### src/rtl/spi_flash_arbiter.sv
// rtl/spi_flash_arbiter.sv - two-port SPI flash pin arbiter with guard time and watchdog
module spi_flash_arbiter #(
    parameter int GUARD_CYCLES   = 4,
    parameter int TIMEOUT_CYCLES = 65535,
    parameter int TO_W           = 16
) (
    input  logic       clk,
    input  logic       rst,
    input  logic [1:0] req,
    output logic [1:0] gnt,
    output logic       busy,
    output logic [1:0] timeout_err,
    input  logic [1:0] req_csn,
    input  logic [1:0] req_sck,
    input  logic [1:0] req_dq0,
    input  logic [1:0] req_wpn,
    input  logic [1:0] req_hldn,
    output logic [1:0] req_dq1,
    output logic       flash_csn,
    output logic       flash_sck,
    output logic       flash_dq0,
    output logic       flash_wpn,
    output logic       flash_hldn,
    input  logic       flash_dq1
);

    typedef enum logic [1:0] {
        IDLE  = 2'd0,
        GRANT = 2'd1,
        GUARD = 2'd2
    } state_t;

    // Guard counter counts down from GUARD_CYCLES-1 so the state lasts GUARD_CYCLES cycles.
    localparam logic [TO_W-1:0] GUARD_LOAD = TO_W'(GUARD_CYCLES - 1);
    // Last grant cycle allowed before eviction; the counter reads 0 on the first grant cycle.
    localparam logic [TO_W-1:0] TO_LAST    = TO_W'(TIMEOUT_CYCLES - 1);
    localparam bit              WD_EN      = (TIMEOUT_CYCLES != 0);

    state_t          state;
    logic            owner;
    logic            last;
    logic [1:0]      lockout;
    logic [TO_W-1:0] counter;

    logic [1:0]      eligible;
    logic            pick;
    logic            release_now;
    logic            watchdog_now;

    // Arbitration and exit conditions derived from the current registered state.
    always_comb begin
        eligible     = req & ~lockout;
        pick         = 1'b0;
        if (eligible == 2'b11) begin
            pick = ~last;
        end else if (eligible[1]) begin
            pick = 1'b1;
        end
        release_now  = ~req[owner];
        watchdog_now = WD_EN && (counter == TO_LAST);
    end

    assign busy = (state != IDLE);

    // Single FSM: ownership, guard timing, watchdog and registered pin muxing.
    always_ff @(posedge clk) begin
        if (rst) begin
            state       <= IDLE;
            owner       <= 1'b0;
            last        <= 1'b1;
            lockout     <= 2'b00;
            counter     <= '0;
            gnt         <= 2'b00;
            timeout_err <= 2'b00;
            req_dq1     <= 2'b00;
            flash_csn   <= 1'b1;
            flash_sck   <= 1'b0;
            flash_dq0   <= 1'b0;
            flash_wpn   <= 1'b1;
            flash_hldn  <= 1'b1;
        end else begin
            // Idle pin values unless a continuing owner overrides them below;
            // this also forces csn high on an abort.
            timeout_err <= 2'b00;
            req_dq1     <= 2'b00;
            flash_csn   <= 1'b1;
            flash_sck   <= 1'b0;
            flash_dq0   <= 1'b0;
            flash_wpn   <= 1'b1;
            flash_hldn  <= 1'b1;
            // A requester clears its own lockout by dropping req for a cycle.
            lockout     <= lockout & req;

            case (state)
                IDLE: begin
                    if (|eligible) begin
                        state   <= GRANT;
                        owner   <= pick;
                        gnt     <= pick ? 2'b10 : 2'b01;
                        counter <= '0;
                    end
                end

                GRANT: begin
                    if (release_now) begin
                        // Release beats the watchdog when both happen together.
                        state   <= GUARD;
                        gnt     <= 2'b00;
                        last    <= owner;
                        counter <= GUARD_LOAD;
                    end else if (watchdog_now) begin
                        state                <= GUARD;
                        gnt                  <= 2'b00;
                        last                 <= owner;
                        counter              <= GUARD_LOAD;
                        timeout_err[owner]   <= 1'b1;
                        lockout[owner]       <= 1'b1;
                    end else begin
                        if (counter != '1) begin
                            counter <= counter + 1'b1;
                        end
                        flash_csn      <= req_csn[owner];
                        flash_sck      <= req_sck[owner];
                        flash_dq0      <= req_dq0[owner];
                        flash_wpn      <= req_wpn[owner];
                        flash_hldn     <= req_hldn[owner];
                        req_dq1[owner] <= flash_dq1;
                    end
                end

                GUARD: begin
                    if (counter == '0) begin
                        state <= IDLE;
                    end else begin
                        counter <= counter - 1'b1;
                    end
                end

                default: begin
                    state <= IDLE;
                    gnt   <= 2'b00;
                end
            endcase
        end
    end

endmodule

### config.mk
export PLATFORM = sky130hd
export DESIGN_NAME = spi_flash_arbiter
export DESIGN_NICKNAME = d
export VERILOG_FILES = /design/src/rtl/spi_flash_arbiter.sv
export SDC_FILE = /design/constraint.sdc
export NUM_CORES = 1
export LEC_CHECK = 0
export CORE_ASPECT_RATIO = 1.1
export CORE_MARGIN = 1.5
export CORE_UTILIZATION = 41
export CTS_CLUSTER_DIAMETER = 50
export DETAILED_ROUTE_END_ITERATION = 6
export SYNTH_ARGS = -nofsm -noshare
export SYNTH_HDL_FRONTEND = slang
export SYNTH_SLANG_ARGS = --single-unit
### constraint.sdc
create_clock -name clk -period 5.26 [get_ports clk]
set_input_delay 1.052 -clock clk [delete_from_list [all_inputs] [get_ports clk]]
set_output_delay 1.052 -clock clk [all_outputs]
set_load 0.01 [all_outputs]
### Yosys cells after proc, flatten, opt, wreduce, memory -nomap -nowiden

Index checks and enable logic that the tools add are counted.

| word-level totals | value |
|---|---|
| logic and storage cells | 88 |
| bits in registers | 33 |
| input bits | 15 |
| output and inout bits | 12 |

| cells by class | value |
|---|---|
| order comparisons | 2 |
| mux-type cells | 37 |
| reduce and logical (&&, ||, !) cells | 13 |
| add/subtract/negate cells | 2 |
| eq/ne operators | 11 |
| bitwise logic cells | 10 |

Operators by type and width:

| cell | number |
|---|---|
| $mux 16 | 5 |
| $pmux 16 s3 | 1 |
| $mux 2 | 11 |
| $mux 1 | 17 |
| $add 16x1->16 const B | 1 |
| $eq 16x16->1 const B | 1 |
| $logic_not 16->1 | 1 |
| $ne 16x16->1 const B | 1 |
| $sub 16x1->16 const B | 1 |
| $pmux 2 s3 | 2 |
| $ne 2x2->1 const B | 4 |
| $reduce_or 4->1 | 2 |
| $and 2x2->2 | 3 |
| $reduce_and 3->1 | 2 |
| $not 1->1 | 5 |
| $eq 2x2->1 const B | 2 |
| $ne 4x4->1 const B | 1 |
| $reduce_and 2->1 | 2 |
| $reduce_and 4->1 | 1 |
| $ne 3x3->1 const B | 1 |
| $reduce_bool 3->1 | 1 |
| $eq 2x1->1 const B | 1 |
| $logic_not 2->1 | 1 |
| $lt 1x2->1 const B | 1 |
| other kinds (7) | 7 |

### Logic depth before layout (Yosys ltp)

| logic depth | value |
|---|---|
| depth in word-level cells | 8 |
| mapped depth | 9 |
| mapped depth without buffers | 8 |

### Worst setup path before layout

OpenSTA, ideal clock, no wires.

| timing | value |
|---|---|
| kind | input to register |
| start point | in req[0] |
| end point | reg counter[11] |
| setup time | 0.077 ns |
| cell stages on the path | 7 |
| path slack | 2.948 ns |
| data required time | 5.183 ns |
| path buffers | 1 |
| data arrival time | 2.235 ns |
| cells stage by stage | mux2i_4 -> nor4b_2 -> a32oi_2 -> nor4b_4 -> buf_6 -> a31oi_1 -> o22ai_1 |

| on the way | value |
|---|---|
| longest elaborated chain between the ends | 4 |
| elaborated cells between the ends (all ways) | 9 |
| those cells by class | 2 x eq/ne; 4 x mux; 1 x bitwise; 2 x reduce/logical |

Ends and longest elaborated chain:

| what | line | text |
|---|---|---|
| from (decl) | 9 | `input logic [1:0] req,` |
| $mux 1 (implied by the code) / $and 2x2->2 (equally long branches) | 59, 52 |  |
| $mux 1 (implied by the code) / $reduce_or 2->1 (equally long branches) | 59, 96 |  |
| $ne 4x4->1 (no line), or another cell as far along | -- |  |
| $reduce_and 4->1 (no line) / $pmux 16 s3 (equally long branches) | -- |  |
| to (signal assigned) | 120 | `counter <= counter + 1'b1;` |
| to (signal assigned) | 135 | `counter <= counter - 1'b1;` |
| to (decl) | 43 | `logic [TO_W-1:0] counter;` |

Parallel ways exist; a longest one is shown, timed or not. The select of a mux whose other input is x is not followed.
A chain may end at the register's enable or synchronous reset.

==> key figures <==
Power and ir drop
  – Power Density: about 320 mW/mm2
  – Switching share of power: around two fifths
  – Sequential share of power: a little over a third
  – Logic pwr share: between 40 and 50%
  – VDD IR max: about 0.21 mV
  – P_leak: between 0.8 and 0.9 nW
  – Internal: slightly above 500 uW
  – Sw power: about 320 uW
  – Clock share of power: a little under a quarter
  – Total design power: 823 uW

Clock network
  – Clock Tree Root: clkbuf_8
  – Post-CTS setup buffer count: 0
  – Total CTS buffers: 5
  – CTS clock-pin slew for the worst setup and hold paths: 0.07 ns
  – Clock Sinks: 33
  – CTS tree: done
  – H-tree depth: 2
  – Clk buf depth: 2
  – Post-cts gate resize count: 0
  – Skew-Pair Late Insertion Delay: 0.29 ns
  – Hold buffers post-CTS: 0

Placement
  – Dpl hpwl: between 3000 and 4000 um
  – Post-place setup slack: roughly 1.9 ns
  – Placed Cells: between 300 and 400
  – PortBufs: 26
  – Final Wtd Congestion: ~0.85

Logic synthesis
  – Synth Register Bits: 33
  – Post-synthesis async set-or-reset flop share: 0%
  – Distinct cells, synth: slightly above 60
  – Synth Flop Type: dfxtp_1
  – Syn Nets: 291
  – Synthesized instance count: about 270
  – Sequential share of the synthesized area: ~30%
  – Mapped cell area: around 0.0022 mm2
  – YS warnings: 0
  – Mapped Avg Cell Area: ~8.3 um2
  – Number of synthesized flops with an enable pin: 0

Worst setup path
  – CP endpoint kind: register
  – Worst-path maximum fanout: 16
  – Req. time, crit path: ~5.5 ns
  – Critical Path AT: 3.30 ns
  – Kind of critical path: in -> reg
  – Startpoint Class: primary input

Detailed routing
  – Vias/cell: ~5.7
  – DRT antenna net count: 0
  – WL/cell: ~15 um
  – Initial DRC Count: 110
  – WL final: 5460 um
  – DRT Pass-1 Iters: 4
  – Via count: 2001
  – DRC errors left: 0

Cells and area
  – Leading cell type in the layout, fill and taps excluded: dfxtp_1
  – Fraction of layout cells with a size suffix above 1: 8.16%
  – N_diodes: 0
  – Register area: between 600 and 700 um2
  – Non-filler cells, final: about 350
  – # fillers: roughly 490
  – Synth-to-Final Area Change: 14.4%
  – Core Util, Final: roughly half
  – Area occupied by multi-input gates: approximately 0.0014 mm2
  – Nets: 304
  – Most frequent cells in the layout: 33 x dfxtp_1, 26 x clkdlybuf4s50_1, 22 x nand2_1, 16 x nor2_1, 15 x inv_1

Die
  – Placement row count: 27
  – Die ar.: 0.00587 mm2
  – IO Count: 27
  – CORE AREA: approximately 0.0051 mm2
  – Initial Utilization: 43.6%
  – Die width: ~73 um
  – Die height: 80.2 um

Timing
  – Worst setup margin: approximately 2.2 ns
  – Final Max Tran Viols: 0
  – Minimum clock period: slightly above 3 ns
  – Final hold viol count: 0
  – Total negative slack: 0 ns
  – Slew headroom: approximately 42%
  – Slew @ Worst Pin: 0.864 ns
  – Final Cycle Share: about three fifths
  – Final Setup Violations: 0
  – Skew final: ~0.008 ns
  – FMAX: roughly 320 MHz
  – RSZ-0062 raised after global routing: no

Status
  – Run status: completed

Hold path
  – Worst hold path type: reg -> reg

Global route
  – Vias in the first global route: roughly 1800
  – Residual overflow from global routing: 0
  – Largest net degree at the start of global routing: 21
  – GRT Util Overall: between 10% and 20%
  – Initial antenna violation count: 0
  – First-pass GRT wire length: 8790 um

Run
  – Max-cap violation count: 0
area by class of cell:
cell class | instances | share of cell area [%]
Multi-Input combinational cell | 199 | 54.5
Inverter | 15 | 2.22
Clock buffer | 6 | 2.86
Timing Repair Buffer | 27 | 10.5
Sequential cell | 33 | 26.0
Tap cell | 72 | 3.55
Clock inverter | 2 | 0.394
worst max-delay path, stage by stage:
cell	delay, ns
clkdlybuf4s50_1	0.72
nand2b_1	0.39
nor4b_4	0.80
a31oi_1	0.15
o22ai_1	0.18
path summary, 6_finish.rpt:
| path | start | to | slack [ns] | depth (start not counted) |
|---|---|---|---|---|
| setup / recovery | rst | counter[12] | 2.16 | 5 |
| hold / removal | gnt[0] | gnt[0] | 0.51 | 2 |
| setup reg to reg | counter[0] | counter[12] | 2.61 | 8 |
| hold reg to reg | gnt[0] | gnt[0] | 0.51 | 2 |
stage by stage:
step	area [um2]	hold slack, ns
4_1_cts	2540	0.513
3_5_place_dp	2460	0.491
6_report	2540	0.505
2_1_floorplan	2220	0.493
3_3_place_gp	2460	0.495
5_1_grt	2540	0.526
layer usage:
metal	wire, um	GRT usage [%]	up-vias
li1	-	-	1017
met5	0	0	-
met3	214	3.89	7
met1	2540	24.2	934
met2	2650	32.7	43
met4	59	6.04	0
synthesized netlist by cell type, types with 2 or more instances:
cell type / instances / share of area [%]
nand4_2: 2 / 1.1
inv_1: 15 / 2.5
xnor2_1: 8 / 3.2
nor2_1: 16 / 2.7
o22ai_1: 8 / 2.3
a211oi_1: 3 / 1.0
buf_4: 4 / 1.4
o311ai_0: 2 / 0.79
and3_1: 3 / 0.84
nand4_1: 6 / 1.7
dfxtp_1: 33 / 30
a32o_1: 3 / 1.4
nor4b_1: 3 / 1.2
nor2b_1: 2 / 0.56
nor4_1: 6 / 1.7
o21bai_1: 2 / 0.68
and2_1: 2 / 0.56
o21ai_1: 7 / 1.6
a21oi_2: 2 / 0.79
nand2_1: 22 / 3.7
nor3_1: 12 / 2.7
nor3b_1: 3 / 1.0
a31oi_1: 11 / 3.1
clkbuf_1: 5 / 0.84
o21ai_0: 4 / 0.90
ha_1: 8 / 4.5
nand3_1: 7 / 1.6
mux2i_1: 7 / 3.2
nor4_4: 2 / 1.9
buf_6: 2 / 1.0
nand2b_1: 5 / 1.4
or3_1: 2 / 0.56
buf_2: 10 / 2.3
a21oi_1: 14 / 3.2
registers in the layout, summed over array words and instances (netlist names):
register and cells:
counter 16, gnt 2, lockout 2, req_dq1 2, state 2, timeout_err 2
flash_csn 1, flash_dq0 1, flash_hldn 1, flash_sck 1, flash_wpn 1, last 1
owner 1
kinds of logic after synthesis:
kind of cell / after synthesis / synth area share, %
and+or+nand+nor: 104 / 28.7
xor gates and xnor gates: 9 / 3.55
DFF: 33 / 29.7
buffers and inverters: 36 / 8.00
adders and majority gates: 8 / 4.50
muxes: 8 / 4.17
AOI/OAI and AO/OA: 70 / 21.4
power groups by stage:
| stage | logic (mW) | registers, mW | clock network [mW] |
|---|---|---|---|
| 3_5_place_dp | 0.331 | 0.303 | 0 |
| 2_1_floorplan | 0.269 | 0.287 | 0 |
| 5_1_grt | 0.366 | 0.300 | 0.205 |
| 6_report | 0.334 | 0.297 | 0.191 |
| 4_1_cts | 0.333 | 0.297 | 0.197 |
| 3_3_place_gp | 0.334 | 0.303 | 0 |
(Power assumes the default switching activity.)
